[config.mk]
export PLATFORM = sky130hd
export DESIGN_NAME = glyph_line_fetch
export DESIGN_NICKNAME = d
export VERILOG_FILES = /design/src/rtl/glyph_line_fetch.sv
export SDC_FILE = /design/constraint.sdc
export NUM_CORES = 1
export LEC_CHECK = 0
export CAP_MARGIN = 10
export CORE_MARGIN = 10
export CORE_UTILIZATION = 43
export DETAILED_ROUTE_END_ITERATION = 7
export GPL_TIMING_DRIVEN = 0
export PLACE_DENSITY = 0.86
export SYNTH_ARGS = -nofsm -noshare
export SYNTH_HDL_FRONTEND = slang
export SYNTH_SLANG_ARGS = --single-unit
[constraint.sdc]
create_clock -name clk -period 1.6 [get_ports clk]
set_input_delay 0.16 -clock clk [delete_from_list [all_inputs] [get_ports clk]]
set_output_delay 0.16 -clock clk [all_outputs]
set_load 0.03 [all_outputs]
[src/rtl/glyph_line_fetch.sv]
// Per-scanline glyph prefetch: walks one text row, looks up each glyph row in the
// character ROM and writes one byte per column into the pixel line buffer.
module glyph_line_fetch #(
  parameter int COLS    = 80,
  parameter int TEXT_AW = 11
) (
  input  logic               clk,
  input  logic               reset_n,
  input  logic               line_start,
  input  logic [TEXT_AW-1:0] row_base,
  input  logic [3:0]         glyph_row,
  input  logic               font_8x8,
  input  logic               cursor_en,
  input  logic [7:0]         cursor_col,
  output logic [TEXT_AW-1:0] text_addr,
  input  logic [7:0]         text_data,
  output logic [11:0]        rom_addr,
  input  logic [7:0]         rom_data,
  output logic               lb_we,
  output logic [7:0]         lb_addr,
  output logic [7:0]         lb_data,
  output logic               busy,
  output logic               done
);

  typedef enum logic [1:0] {S_IDLE, S_FETCH, S_DRAIN, S_DONE} state_t;

  localparam logic [7:0] LAST_COL = 8'(COLS - 1);

  state_t             r_state;
  state_t             w_state_next;
  logic [7:0]         r_col;
  logic               r_drain;
  logic [TEXT_AW-1:0] r_text_addr;
  logic [3:0]         r_glyph_row;
  logic               r_font;
  logic               r_cur_en;
  logic [7:0]         r_cur_col;
  logic               r_s2_valid;
  logic [7:0]         r_s2_col;
  logic               r_s3_valid;
  logic [7:0]         r_s3_col;
  logic               r_s3_inv;
  logic               r_lb_we;
  logic [7:0]         r_lb_addr;
  logic [7:0]         r_lb_data;
  logic               w_inv;
  logic [11:0]        w_rom_addr;

  // A line_start from any state (re)starts the walk from column 0.
  always_comb begin
    w_state_next = r_state;
    if (line_start) begin
      w_state_next = S_FETCH;
    end else begin
      case (r_state)
        S_IDLE:  w_state_next = S_IDLE;
        S_FETCH: if (r_col == LAST_COL) w_state_next = S_DRAIN;
        S_DRAIN: if (r_drain) w_state_next = S_DONE;
        S_DONE:  w_state_next = S_IDLE;
        default: w_state_next = S_IDLE;
      endcase
    end
  end

  // Stage 2: text_data is live this cycle, so the ROM address is formed directly from it.
  always_comb begin
    w_rom_addr = r_font ? {1'b0, text_data[6:0], 1'b0, r_glyph_row[2:0]}
                        : {text_data, r_glyph_row};
    w_inv      = (r_font & text_data[7]) ^ (r_cur_en & (r_s2_col == r_cur_col));
  end

  always_ff @(posedge clk) begin
    if (!reset_n) begin
      r_state     <= S_IDLE;
      r_col       <= '0;
      r_drain     <= 1'b0;
      r_text_addr <= '0;
      r_glyph_row <= '0;
      r_font      <= 1'b0;
      r_cur_en    <= 1'b0;
      r_cur_col   <= '0;
      r_s2_valid  <= 1'b0;
      r_s2_col    <= '0;
      r_s3_valid  <= 1'b0;
      r_s3_col    <= '0;
      r_s3_inv    <= 1'b0;
      r_lb_we     <= 1'b0;
      r_lb_addr   <= '0;
      r_lb_data   <= '0;
    end else begin
      r_state <= w_state_next;
      if (line_start) begin
        r_col       <= '0;
        r_drain     <= 1'b0;
        r_text_addr <= row_base;
        r_glyph_row <= glyph_row;
        r_font      <= font_8x8;
        r_cur_en    <= cursor_en;
        r_cur_col   <= cursor_col;
      end else if (r_state == S_FETCH) begin
        if (r_col != LAST_COL) begin
          r_col       <= r_col + 8'd1;
          r_text_addr <= r_text_addr + 1'b1;
        end
      end else if (r_state == S_DRAIN) begin
        r_drain <= 1'b1;
      end

      // A restart flushes every column still in flight.
      r_s2_valid <= (r_state == S_FETCH) & ~line_start;
      r_s2_col   <= r_col;
      r_s3_valid <= r_s2_valid & ~line_start;
      r_s3_col   <= r_s2_col;
      r_s3_inv   <= w_inv;
      r_lb_we    <= r_s3_valid & ~line_start;
      if (r_s3_valid && !line_start) begin
        r_lb_addr <= r_s3_col;
        r_lb_data <= rom_data ^ {8{r_s3_inv}};
      end
    end
  end

  assign text_addr = r_text_addr;
  assign rom_addr  = r_s2_valid ? w_rom_addr : 12'd0;
  assign lb_we     = r_lb_we;
  assign lb_addr   = r_lb_addr;
  assign lb_data   = r_lb_data;
  assign busy      = (r_state != S_IDLE);
  assign done      = (r_state == S_DONE);

endmodule
==> impl_summary.txt <==
----------------------------------------------------
[Run status]
  Status ... finished with violations
  Violated checks ... negative setup slack

[Place]
  Gp weighted congestion ... 0.896
  Number of cells in the design after placement ... 507
  Port Buffers ... 85
  DP Area ... 4000 um2
  Total half-perimeter wirelength after legalization and detailed placement ... 5970 um

[Critical path]
  Arrival time worst endpoint ... 1890 ps
  Critical Path Sink Type ... register
  Crit path max-delay cell type ... or4b_4
  Worst-path cell chain ... or4b_4 > o21ai_4 > buf_6 > a21o_2 > a21oi_2
  R2R cell count ... 5
  Maximum cell stage delay along the critical path ... 560 ps
  Worst path required time ... 1830 ps
  Kind of start point of the critical path ... register
  Start point of the critical path ... r_col[7]
  Family of cells with the greatest summed delay on the critical path ... simple AND/OR/NAND/NOR gates
  Internal reg-to-reg setup slack ... -60 ps
  Destination of the worst register-to-register timing path ... r_state[1]
  Critical path class ... register to register
  Bufs and invs on worst path ... 1
  Crit Path Max Fanout ... 8
  Critical register-to-register path startpoint ... r_col[7]

[Floorplan]
  Number of placement rows ... 30
  Placeable core region ... 6790 um2
  Initial cell density of the core ... 44.4%
  Horizontal die dimension ... 104 um
  Die Span Y ... 104 um
  Boundary Pins ... 86
  Full die area ... 10,800 um2

[Yosys]
  Sequential-to-total area share from yosys stat ... 47.8%
  Flip-flop and latch count after synthesis ... 72
  Post-synth top flop ... dfxtp_1
  Area contributors post-synth ... dfxtp_1 48%, xnor2_1 5.8%, and2_1 5.4%, mux2i_1 4.6%, nor2_1 4.0%
  Post-synthesis cell area ... 3020 um2
  Warnings from Yosys ... 0
  Total nets after synthesis ... 376
  Area share of the leading cell type in the synthesized netlist ... 47.8%
  FFs w/ async S/R, synth ... 0%
  Synthesized instance count ... 326
  Post-synth cell types ... 44
  Syn Area/Cell ... 9.25 um2
  Post-synth EDFFs ... 0
  Top cell type by total area after synthesis ... dfxtp_1

[Run]
  Max capacitance violation total ... 0

[Final layout]
  Synthesis-to-layout area growth ... 47.1%
  Final std cell area, no fill ... 4430 um2
  Ant. Diodes ... 0
  Nets@finish ... 489
  Share of layout cells above drive strength 1 ... 21.6%
  Final non-filler cell total ... 540
  Utilization after layout ... 65.3%

[Timing]
  Final period utilization ... 104%
  Worst Clk Skew ... 11.9 ps
  Post-layout minimum cycle time ... 1660 ps
  Final hold violations ... 0
  Relative max-transition margin ... 64.3%
  Upper clock frequency limit ... 602 MHz
  Worst-case setup margin in the final layout ... -59.8 ps
  Sum of negative setup slack ... -426 ps
  Number of setup violations in the final report ... 10
  Worst-margin pin slew ... 536 ps
  Final Slew Violations ... 0
  Unrepaired setup endpoints after global routing ... yes

[Clock tree]
  Clock root buffer master ... clkbuf_8
  H-tree lvl count ... 3
  Number of clock sinks ... 72
  CTS tree ... done
  Maximum clock path buffer count ... 2
  Total clock buffers created by CTS ... 9
  Later-pin clock latency in the skew report ... 350 ps
  Clock-pin transition on the worst setup and hold timing paths ... 80 ps

[Global routing]
  Largest net degree at the start of global routing ... 14
  Global-route usage over all layers ... 15.3%
  Antenna violations before repair ... 0
  Via count of the first global-routing pass ... 2,805
  First-pass GRT wire length ... 13,600 um
  Total overflow reported by the global router ... 0

[Hold path]
  Startpoint of the worst hold path ... row_base[0]
  Type of the worst min-delay path ... input port to register
  Hold worst-path end ... text_addr[0]
  Hold Path Cell Cnt ... 3

[Power and ir drop]
  Areal power density over the cells ... 832 nW/um2
  Highest ir drop seen on vdd ... 0.544 mV
  Static Leak ... 1.62 nW
  Sw Ratio ... 27.0%
  Portion of total power attributed to sequential cells ... 51.2%
  Combinational power share ... 13.4%
  Power Total ... 3.69 mW
  NetSw ... 0.995 mW
  Clock share of power ... 35.4%
  Internal power ... 2.69 mW

[Drt]
  Detail-routed net length per standard cell ... 15.7 um
  Total via count in the routed design ... 2,749
  DRT antenna net count ... 0
  DRT iter0 DRCs ... 109
  Number of iterations in the first detailed-routing pass ... 4
  Vias per std cell ... 5.09
  Detailed-route wire length ... 8490 um
  Remaining routing DRC violations ... 0

----------------------------------------------------
==> registers in the layout (all words and copies together) (netlist names), 2 cells and up <==
| signal | flops |
|---|---|
| r_s2_col | 8 |
| r_s3_col | 8 |
| lb_addr | 8 |
| r_glyph_row | 4 |
| lb_data | 8 |
| text_addr | 11 |
| r_cur_col | 8 |
| r_col | 8 |
| r_state | 2 |
==> stage by stage <==
stage / worst slack, ps / hold WS (ps)
floorplan: 5.99 / 302
global placement: -373 / 421
detailed placement: -430 / 428
CTS: -30.3 / 410
global route: -148 / 434
finish: -59.8 / 407
==> metal layers <==
metal  vias to the layer above  routed length (um)  global-route usage, %
li1                       1356                   -                      -
met1                      1301                3610                   16.1
met2                        77                4370                   27.9
met3                        15                 354                   4.03
met4                         0                 155                   6.36
met5                         -                   0                      0
==> what timing repair did <==
action                                  in CTS  in global routing
cloned                                       1                  0
gates resized for setup                     73                 17
hold buffers                                 0                  0
setup buffers                               12                  4
endpoints found under the setup margin      44                 21
pin swaps                                   14                 13
==> worst min-delay path, delay by kind of cell <==
family | cells | cell delay [ps]
AO/OA/AOI/OAI | 2 | 170
buffers and inverters | 1 | 390
==> synthesized netlist by cell type, types with 5 or more instances <==
library cell / number
o21ai_0: 13
clkbuf_1: 9
a31oi_1: 7
nand2_1: 26
a21oi_1: 20
mux2i_1: 14
nand3_1: 8
dfxtp_1: 72
inv_1: 9
nor2_1: 32
ha_1: 6
nand4_1: 7
and2_1: 26
xnor2_1: 20
or3_2: 5
a211oi_1: 10
==> final cells by class <==
type	count	area [um2]
clock buffers	10	138
well taps	96	120
fillers	527	2360
inverters	9	37.5
clock inverters	6	45.0
plain buffers	17	87.6
multi-input cells	228	1570
flip-flops and latches	72	1470
repair buffers	102	972
==> logic make-up after synthesis <==
| logic type | count (synthesis) | synth area share, % |
|---|---|---|
| and+or+nand+nor | 121 | 20.7 |
| DFF | 72 | 47.8 |
| AOI/OAI and AO/OA | 63 | 13.3 |
| buffers and inverters | 26 | 3.94 |
| xor gates and xnor gates | 23 | 6.68 |
| muxes | 15 | 5.02 |
| adders and majority gates | 6 | 2.49 |
==> placed cells by master (no fill, tap or decap), types with 11 or more instances in the layout <==
| cell | synthesis | routed |
|---|---|---|
| and2_1 | 26 | 26 |
| clkdlybuf4s50_1 | 0 | 65 |
| nand2_1 | 26 | 25 |
| buf_4 | 0 | 16 |
| dfxtp_1 | 72 | 58 |
| o21ai_0 | 13 | 11 |
| mux2i_1 | 14 | 14 |
| a21oi_1 | 20 | 15 |
| xnor2_1 | 20 | 20 |
| nor2_1 | 32 | 32 |
==> power groups by stage <==
stage                     combinational, mW  sequential (mW)  clock [mW]
final                                 0.493             1.89        1.31
after global routing                  0.535             1.90        1.39
after CTS                             0.482             1.89        1.31
after detailed placement              0.464             1.93           0
after global placement                0.453             1.93           0
after floorplan                       0.203             1.97           0
==> worst max-delay path by stage <==
| stage | slack [ps] | depth (start not counted) | end |
|---|---|---|---|
| 6_report | -60 | 5 | r_state[1] |
| 5_1_grt | -150 | 5 | text_addr[8] |
| 4_1_cts | -30 | 5 | text_addr[6] |
| 3_5_place_dp | -430 | 5 | r_cur_col[6] |
| 3_3_place_gp | -370 | 5 | r_cur_col[1] |
| 2_1_floorplan | 6 | 5 | text_addr[9] |
No activity file was read; power rests on OpenSTA's default activity.
